<file path="src/rtl/rs_stream_encoder_pkg.sv">
// Shared types, constants and elaboration-time GF(2^8) helpers for the RS(255,239) encoder.
// Field is GF(2^8) over 0x11D; generator roots are @^B0 .. @^(B0+15).
package rs_stream_encoder_pkg;

    localparam int NB_SYMBOL_BITS      = 8;
    localparam int CORRECTION_CAPACITY = 8;
    localparam int BLOCK_LENGTH        = 255;
    localparam int PARITY_LENGTH       = 2 * CORRECTION_CAPACITY;
    localparam int MESSAGE_LENGTH      = BLOCK_LENGTH - PARITY_LENGTH;
    localparam int B0                  = 0;
    localparam logic [NB_SYMBOL_BITS-1:0] PRIM_POLY_LOW = 8'h1D;

    typedef logic [NB_SYMBOL_BITS-1:0] rs_sym_t;
    typedef logic [PARITY_LENGTH-1:0][NB_SYMBOL_BITS-1:0] rs_par_t;
    typedef enum logic {MSG, PARITY} rs_enc_state_e;

    function automatic rs_sym_t gf_mul_c(input rs_sym_t a, input rs_sym_t b);
        rs_sym_t p;
        rs_sym_t x;
        p = '0;
        x = a;
        for (int i = 0; i < NB_SYMBOL_BITS; i++) begin
            if (b[i]) p = p ^ x;
            x = {x[NB_SYMBOL_BITS-2:0], 1'b0} ^ (x[NB_SYMBOL_BITS-1] ? PRIM_POLY_LOW : '0);
        end
        return p;
    endfunction

    // g(x) = prod (x + @^i); the monic x^16 term is implicit and not stored.
    function automatic rs_par_t gen_poly_c();
        rs_sym_t g [PARITY_LENGTH+1];
        rs_sym_t root;
        rs_par_t res;
        for (int j = 0; j <= PARITY_LENGTH; j++) g[j] = '0;
        g[0] = 8'h01;
        root = 8'h01;
        for (int i = 0; i < B0; i++) root = gf_mul_c(root, 8'h02);
        for (int i = 0; i < PARITY_LENGTH; i++) begin
            for (int j = i + 1; j > 0; j--) g[j] = g[j-1] ^ gf_mul_c(g[j], root);
            g[0] = gf_mul_c(g[0], root);
            root = gf_mul_c(root, 8'h02);
        end
        for (int j = 0; j < PARITY_LENGTH; j++) res[j] = g[j];
        return res;
    endfunction

    localparam rs_par_t GEN_POLY = gen_poly_c();

endpackage

</file>
<file path="src/rtl/rs_stream_encoder_gf_const_mul.sv">
// Combinational multiply of a symbol by a constant in GF(2^8); reduces to a fixed XOR network.
module rs_gf_const_mul
    import rs_stream_encoder_pkg::*;
#(
    parameter rs_sym_t COEF = 8'h01
) (
    input  rs_sym_t a_i,
    output rs_sym_t p_o
);

    // Each set input bit contributes the constant column COEF * x^i.
    always_comb begin
        p_o = '0;
        for (int i = 0; i < NB_SYMBOL_BITS; i++) begin
            if (a_i[i]) p_o = p_o ^ gf_mul_c(rs_sym_t'(1) << i, COEF);
        end
    end

endmodule

</file>
<file path="src/rtl/rs_stream_encoder.sv">
// Systematic RS(255,239) stream encoder: 239 message symbols pass through, then 16 parity symbols.
// One output register (1 clk latency, no skid); input stalls while the register is held or parity drains.
module rs_stream_encoder
    import rs_stream_encoder_pkg::*;
(
    input  logic                      clk,
    input  logic                      rst,
    input  logic [NB_SYMBOL_BITS-1:0] in_data,
    input  logic                      in_valid,
    output logic                      in_ready,
    output logic [NB_SYMBOL_BITS-1:0] out_data,
    output logic                      out_valid,
    input  logic                      out_ready,
    output logic                      out_sop,
    output logic                      out_eop,
    output logic                      out_parity
);

    localparam logic [7:0] LAST_MSG_POS = 8'(MESSAGE_LENGTH - 1);
    localparam logic [7:0] LAST_POS     = 8'(BLOCK_LENGTH - 1);

    rs_enc_state_e state_q, state_d;
    logic [7:0]    cnt_q, cnt_d;
    rs_par_t       r_q, r_d;
    rs_sym_t       data_q, data_d;
    logic          vld_q, vld_d;
    logic          sop_q, sop_d;
    logic          eop_q, eop_d;
    logic          par_q, par_d;

    rs_sym_t fb;
    rs_par_t fb_mul;
    logic    slot_free;

    assign fb        = in_data ^ r_q[PARITY_LENGTH-1];
    assign slot_free = !vld_q || out_ready;

    for (genvar gi = 0; gi < PARITY_LENGTH; gi++) begin : g_mul
        rs_gf_const_mul #(.COEF(GEN_POLY[gi])) u_mul (
            .a_i (fb),
            .p_o (fb_mul[gi])
        );
    end

    always_comb begin
        state_d  = state_q;
        cnt_d    = cnt_q;
        r_d      = r_q;
        data_d   = data_q;
        vld_d    = vld_q;
        sop_d    = sop_q;
        eop_d    = eop_q;
        par_d    = par_q;
        in_ready = 1'b0;
        case (state_q)
            MSG: begin
                in_ready = slot_free && !rst;
                if (slot_free) begin
                    if (in_valid) begin
                        data_d = in_data;
                        vld_d  = 1'b1;
                        sop_d  = (cnt_q == 8'd0);
                        eop_d  = 1'b0;
                        par_d  = 1'b0;
                        r_d[0] = fb_mul[0];
                        for (int i = 1; i < PARITY_LENGTH; i++) r_d[i] = r_q[i-1] ^ fb_mul[i];
                        cnt_d  = cnt_q + 8'd1;
                        if (cnt_q == LAST_MSG_POS) state_d = PARITY;
                    end else begin
                        vld_d = 1'b0;
                    end
                end
            end
            PARITY: begin
                if (slot_free) begin
                    data_d = r_q[PARITY_LENGTH-1];
                    vld_d  = 1'b1;
                    sop_d  = 1'b0;
                    par_d  = 1'b1;
                    eop_d  = (cnt_q == LAST_POS);
                    r_d    = {r_q[PARITY_LENGTH-2:0], rs_sym_t'(0)};
                    // The register has fully shifted out by the last parity symbol.
                    if (cnt_q == LAST_POS) begin
                        cnt_d   = 8'd0;
                        state_d = MSG;
                    end else begin
                        cnt_d = cnt_q + 8'd1;
                    end
                end
            end
            default: state_d = MSG;
        endcase
    end

    always_ff @(posedge clk) begin
        if (rst) begin
            state_q <= MSG;
            cnt_q   <= '0;
            r_q     <= '0;
            data_q  <= '0;
            vld_q   <= 1'b0;
            sop_q   <= 1'b0;
            eop_q   <= 1'b0;
            par_q   <= 1'b0;
        end else begin
            state_q <= state_d;
            cnt_q   <= cnt_d;
            r_q     <= r_d;
            data_q  <= data_d;
            vld_q   <= vld_d;
            sop_q   <= sop_d;
            eop_q   <= eop_d;
            par_q   <= par_d;
        end
    end

    assign out_data   = data_q;
    assign out_valid  = vld_q;
    assign out_sop    = sop_q;
    assign out_eop    = eop_q;
    assign out_parity = par_q;

endmodule

</file>
<file path="config.mk">
export PLATFORM = sky130hd
export DESIGN_NAME = rs_stream_encoder
export DESIGN_NICKNAME = d
export VERILOG_FILES = /design/src/rtl/rs_stream_encoder_pkg.sv /design/src/rtl/rs_stream_encoder_gf_const_mul.sv /design/src/rtl/rs_stream_encoder.sv
export SDC_FILE = /design/constraint.sdc
export NUM_CORES = 1
export LEC_CHECK = 0
export BUFFER_PORTS_ARGS = -buffer_cell sky130_fd_sc_hd__buf_2
export CORE_MARGIN = 5
export CORE_UTILIZATION = 50
export CTS_CLUSTER_DIAMETER = 50
export CTS_CLUSTER_SIZE = 30
export DETAILED_ROUTE_END_ITERATION = 12
export PLACE_DENSITY = 0.7
export SETUP_SLACK_MARGIN = 0.15
export SLEW_MARGIN = 30
export SYNTH_ARGS = -nofsm -noshare
export SYNTH_HDL_FRONTEND = slang
export SYNTH_SLANG_ARGS = --single-unit
export TNS_END_PERCENT = 100
</file>
<file path="constraint.sdc">
create_clock -name clk -period 2.11 [get_ports clk]
set_input_delay 0.1055 -clock clk [delete_from_list [all_inputs] [get_ports clk]]
set_output_delay 0.1055 -clock clk [all_outputs]
set_load 0.01 [all_outputs]
</file>
==> metrics.md <==
| Metric | Value |
|---|---|
| Run status | finished, violations left |
| Failing checks | negative setup slack |
| Slowest cell on the critical path | xor3_1 |
| Final HPWL DP | 15.62 mm |
| DR WL/cell | 23.39 um |
| Worst-path clk slew | ~60 ps |
| Slew Limit Fails | 0 |
| Starting Density | 50.32% |
| RSZ-0062 raised after global routing | true |
| Antenna Nets Post-Route | 0 |
| Area Overhead vs Synth | 45.07% |
| Worst Path Arrival | 2610 ps |
| TritonCTS clock tree | built |
| Layout cells sized above 1 | 37.52% |
| Ant diodes | 0 |
| Critical path launch point | r_q[125] |
| Cell area after synthesis | 0.008583 sq mm |
| Core box area | roughly 0.017 sq mm |
| Max_slew headroom | 57.47% |
| Port bufs | 24 |
| Fin nets | 1,085 |
| Initial antenna violation count | 0 |
| Gr ovfl total | 0 |
| Die ar. | 0.01989 sq mm |
| Final core occ | 73.00% |
| Post-Syn Nets | 944 |
| Chip height | 141.0 um |
| All-Layer GR Usage | 25.99% |
| Count of cell types in the netlist | between 40 and 50 |
| CP peak stage delay | 520 ps |
| # rows | 48 |
| Final min period | roughly 2300 ps |
| DR DRC count | 0 |
| First-pass GRT wire length | 40.65 mm |
| Most used DFF post-synth | dfxtp_1 |
| Min-delay worst type | primary input to flop |
| Worst setup margin | -176.2 ps |
| CTS Buf Count | 17 |
| DR iter-0 viols | around 770 |
| # clock sinks | 149 |
| H-tree Lvls | 4 |
| Clock buffer depth | 2 |
| Register bit total from synthesis | between 100 and 150 |
| Max FO, Critical Path | 4 |
| Routed vias | 8,314 |
| R2R Setup Slk | -180 ps |
| Largest net degree at the start of global routing | 63 |
| CP top delay family | XOR/XNOR gates |
| Commonest non-fill, non-tap cells in the layout | dfxtp_1 (140), nor2_1 (132), buf_4 (92) |
| Least-Margin Pin Slew | 637.9 ps |
| WL final | 30.57 mm |
| Crit path cell chain | xnor2_4, buf_6, buf_6, xnor2_4, xor3_1, or3_1, a311oi_1 |
| Commonest non-fill, non-tap cell in the layout | dfxtp_1 |
| Clk root buf | clkbuf_16 |
| Syn avg cell area | 9.239 sq um |
| Die X | 141.0 um |
| CP Data Required Time | 2440 ps |
| Worst setup EP type | flop |
| Worst-skew pair later-pin latency | around 440 ps |
| Number of global-route vias before repair | 7,346 |
| Post-Syn Instances | 929 |
| Sequential share of the synthesized area | 34.75% |
| Number of synthesized flops with an enable pin | 0 |
| Yosys warns | 0 |
| Routability Congestion | 0.8725 |
| Maxcap violations | 0 |
| Period utilisation layout | 108.4% |
| Pre-antenna DRT Iters | 7 |
| Final setup violation count | 43 |
| Async set-reset flop share out of synthesis | 0% |
| Crit path kind | flop to flop |
| Max Clk Rate | 437.4 MHz |
| Final Hold Viols | 0 |
| Clk_skew | 13.72 ps |
| RR Startpoint | r_q[125] |
| CP bufs+invs | 2 |
| Io pins | 25 |
| Min-Delay Startpoint | in_valid |
| Startpoint Class | flop |
| Via-per-instance ratio | 6.361 |
-- synthesized netlist by cell type (2+ instances only) --
master | instances | share of area [%]
a211o_1 | 3 | 0.31
a211oi_1 | 36 | 3.1
a21boi_0 | 2 | 0.17
a21oi_1 | 13 | 0.76
a22oi_1 | 5 | 0.44
a311oi_1 | 83 | 8.5
a32oi_1 | 3 | 0.31
and4_1 | 2 | 0.20
buf_1 | 2 | 0.087
buf_2 | 4 | 0.23
buf_4 | 7 | 0.61
clkbuf_1 | 70 | 3.1
dfxtp_1 | 149 | 35
ha_1 | 3 | 0.44
inv_1 | 8 | 0.35
mux2i_1 | 8 | 0.93
nand2_1 | 18 | 0.79
nand2b_1 | 4 | 0.29
nand3_1 | 5 | 0.29
nand4_1 | 9 | 0.66
nor2_1 | 138 | 6.0
nor2b_1 | 2 | 0.15
nor3_1 | 6 | 0.35
nor3b_1 | 8 | 0.70
nor4_1 | 3 | 0.22
o211ai_1 | 3 | 0.26
o21ai_0 | 81 | 4.7
o21ai_1 | 4 | 0.23
o21bai_1 | 7 | 0.61
o311a_1 | 2 | 0.23
o31a_1 | 2 | 0.20
or3_1 | 83 | 6.0
xnor2_1 | 84 | 8.6
xnor2_2 | 8 | 1.5
xnor2_4 | 4 | 1.3
xnor3_1 | 35 | 9.2
xor2_1 | 13 | 1.3
-- metrics by stage --
stage | hold WS (ps) | instances | TNS, ps | instance area [sq um] | setup slack [ps]
2_1_floorplan | 283.4 | 929 | 0 | 8782 | 63.31
3_3_place_gp | 443.3 | 1190 | -1695 | 9719 | -150.1
3_5_place_dp | 449.0 | 1190 | -3314 | 9719 | -180.8
6_report | 46.21 | 1307 | -2649 | 12450 | -176.2
5_1_grt | 70.03 | 1307 | -5697 | 12450 | -220.1
4_1_cts | 39.88 | 1277 | -434.7 | 11450 | -47.59
-- worst paths after layout --
check / endpoint / depth (start not counted)
hold reg to reg: out_eop / 2
hold / removal: out_valid / 3
setup reg to reg: r_q[38] / 7
setup / recovery: r_q[38] / 7
-- cells by family after synthesis --
logic type | Yosys count | synth area share [%]
compound gates | 248 | 20.23
fa+ha+maj | 3 | 0.4374
flops | 149 | 34.75
buf+inv | 91 | 4.344
xor+xnor | 149 | 23.24
simple gates | 280 | 15.93
mux | 9 | 1.064
-- per-layer routing --
metal / up-vias / wire length, um / track usage (%)
li1: 3686 / - / -
met1: 4038 / 11750 / 33.93
met2: 453 / 14680 / 41.91
met3: 137 / 2243 / 4.715
met4: 0 / 1895 / 12.19
met5: - / 0 / 0
-- area by class of cell --
| cell class | instances | area, sq um |
|---|---|---|
| Inverter | 8 | 30.03 |
| Tap cell | 225 | 281.5 |
| Sequential cell | 149 | 3009 |
| Clock inverter | 11 | 123.9 |
| Timing Repair Buffer | 205 | 2081 |
| Fill cell | 1055 | 4604 |
| Clock buffer | 20 | 457.9 |
| Multi-Input combinational cell | 689 | 6469 |
-- registers in the layout, indices dropped and copies added, names as in the netlist --
name and flops:
r_q 128, cnt_q 8, out_data 8, out_eop 1, out_parity 1, out_sop 1, out_valid 1, state_q 1
-- repair_timing --
action | in CTS | in global routing
pin swaps | 82 | 92
setup endpoints to repair | 104 | 117
gates cloned | 0 | 1
hold buffers | 0 | 0
resized for setup | 116 | 127
buffers inserted | 56 | 29
-- tightest hold or removal path, cell delays in order --
cell and delay, ps:
buf_2 120, nor2_1 80, a21oi_1 140
Power is not shown: default switching activity piles up to over one toggle a cycle in this logic, so the estimate is an artifact.
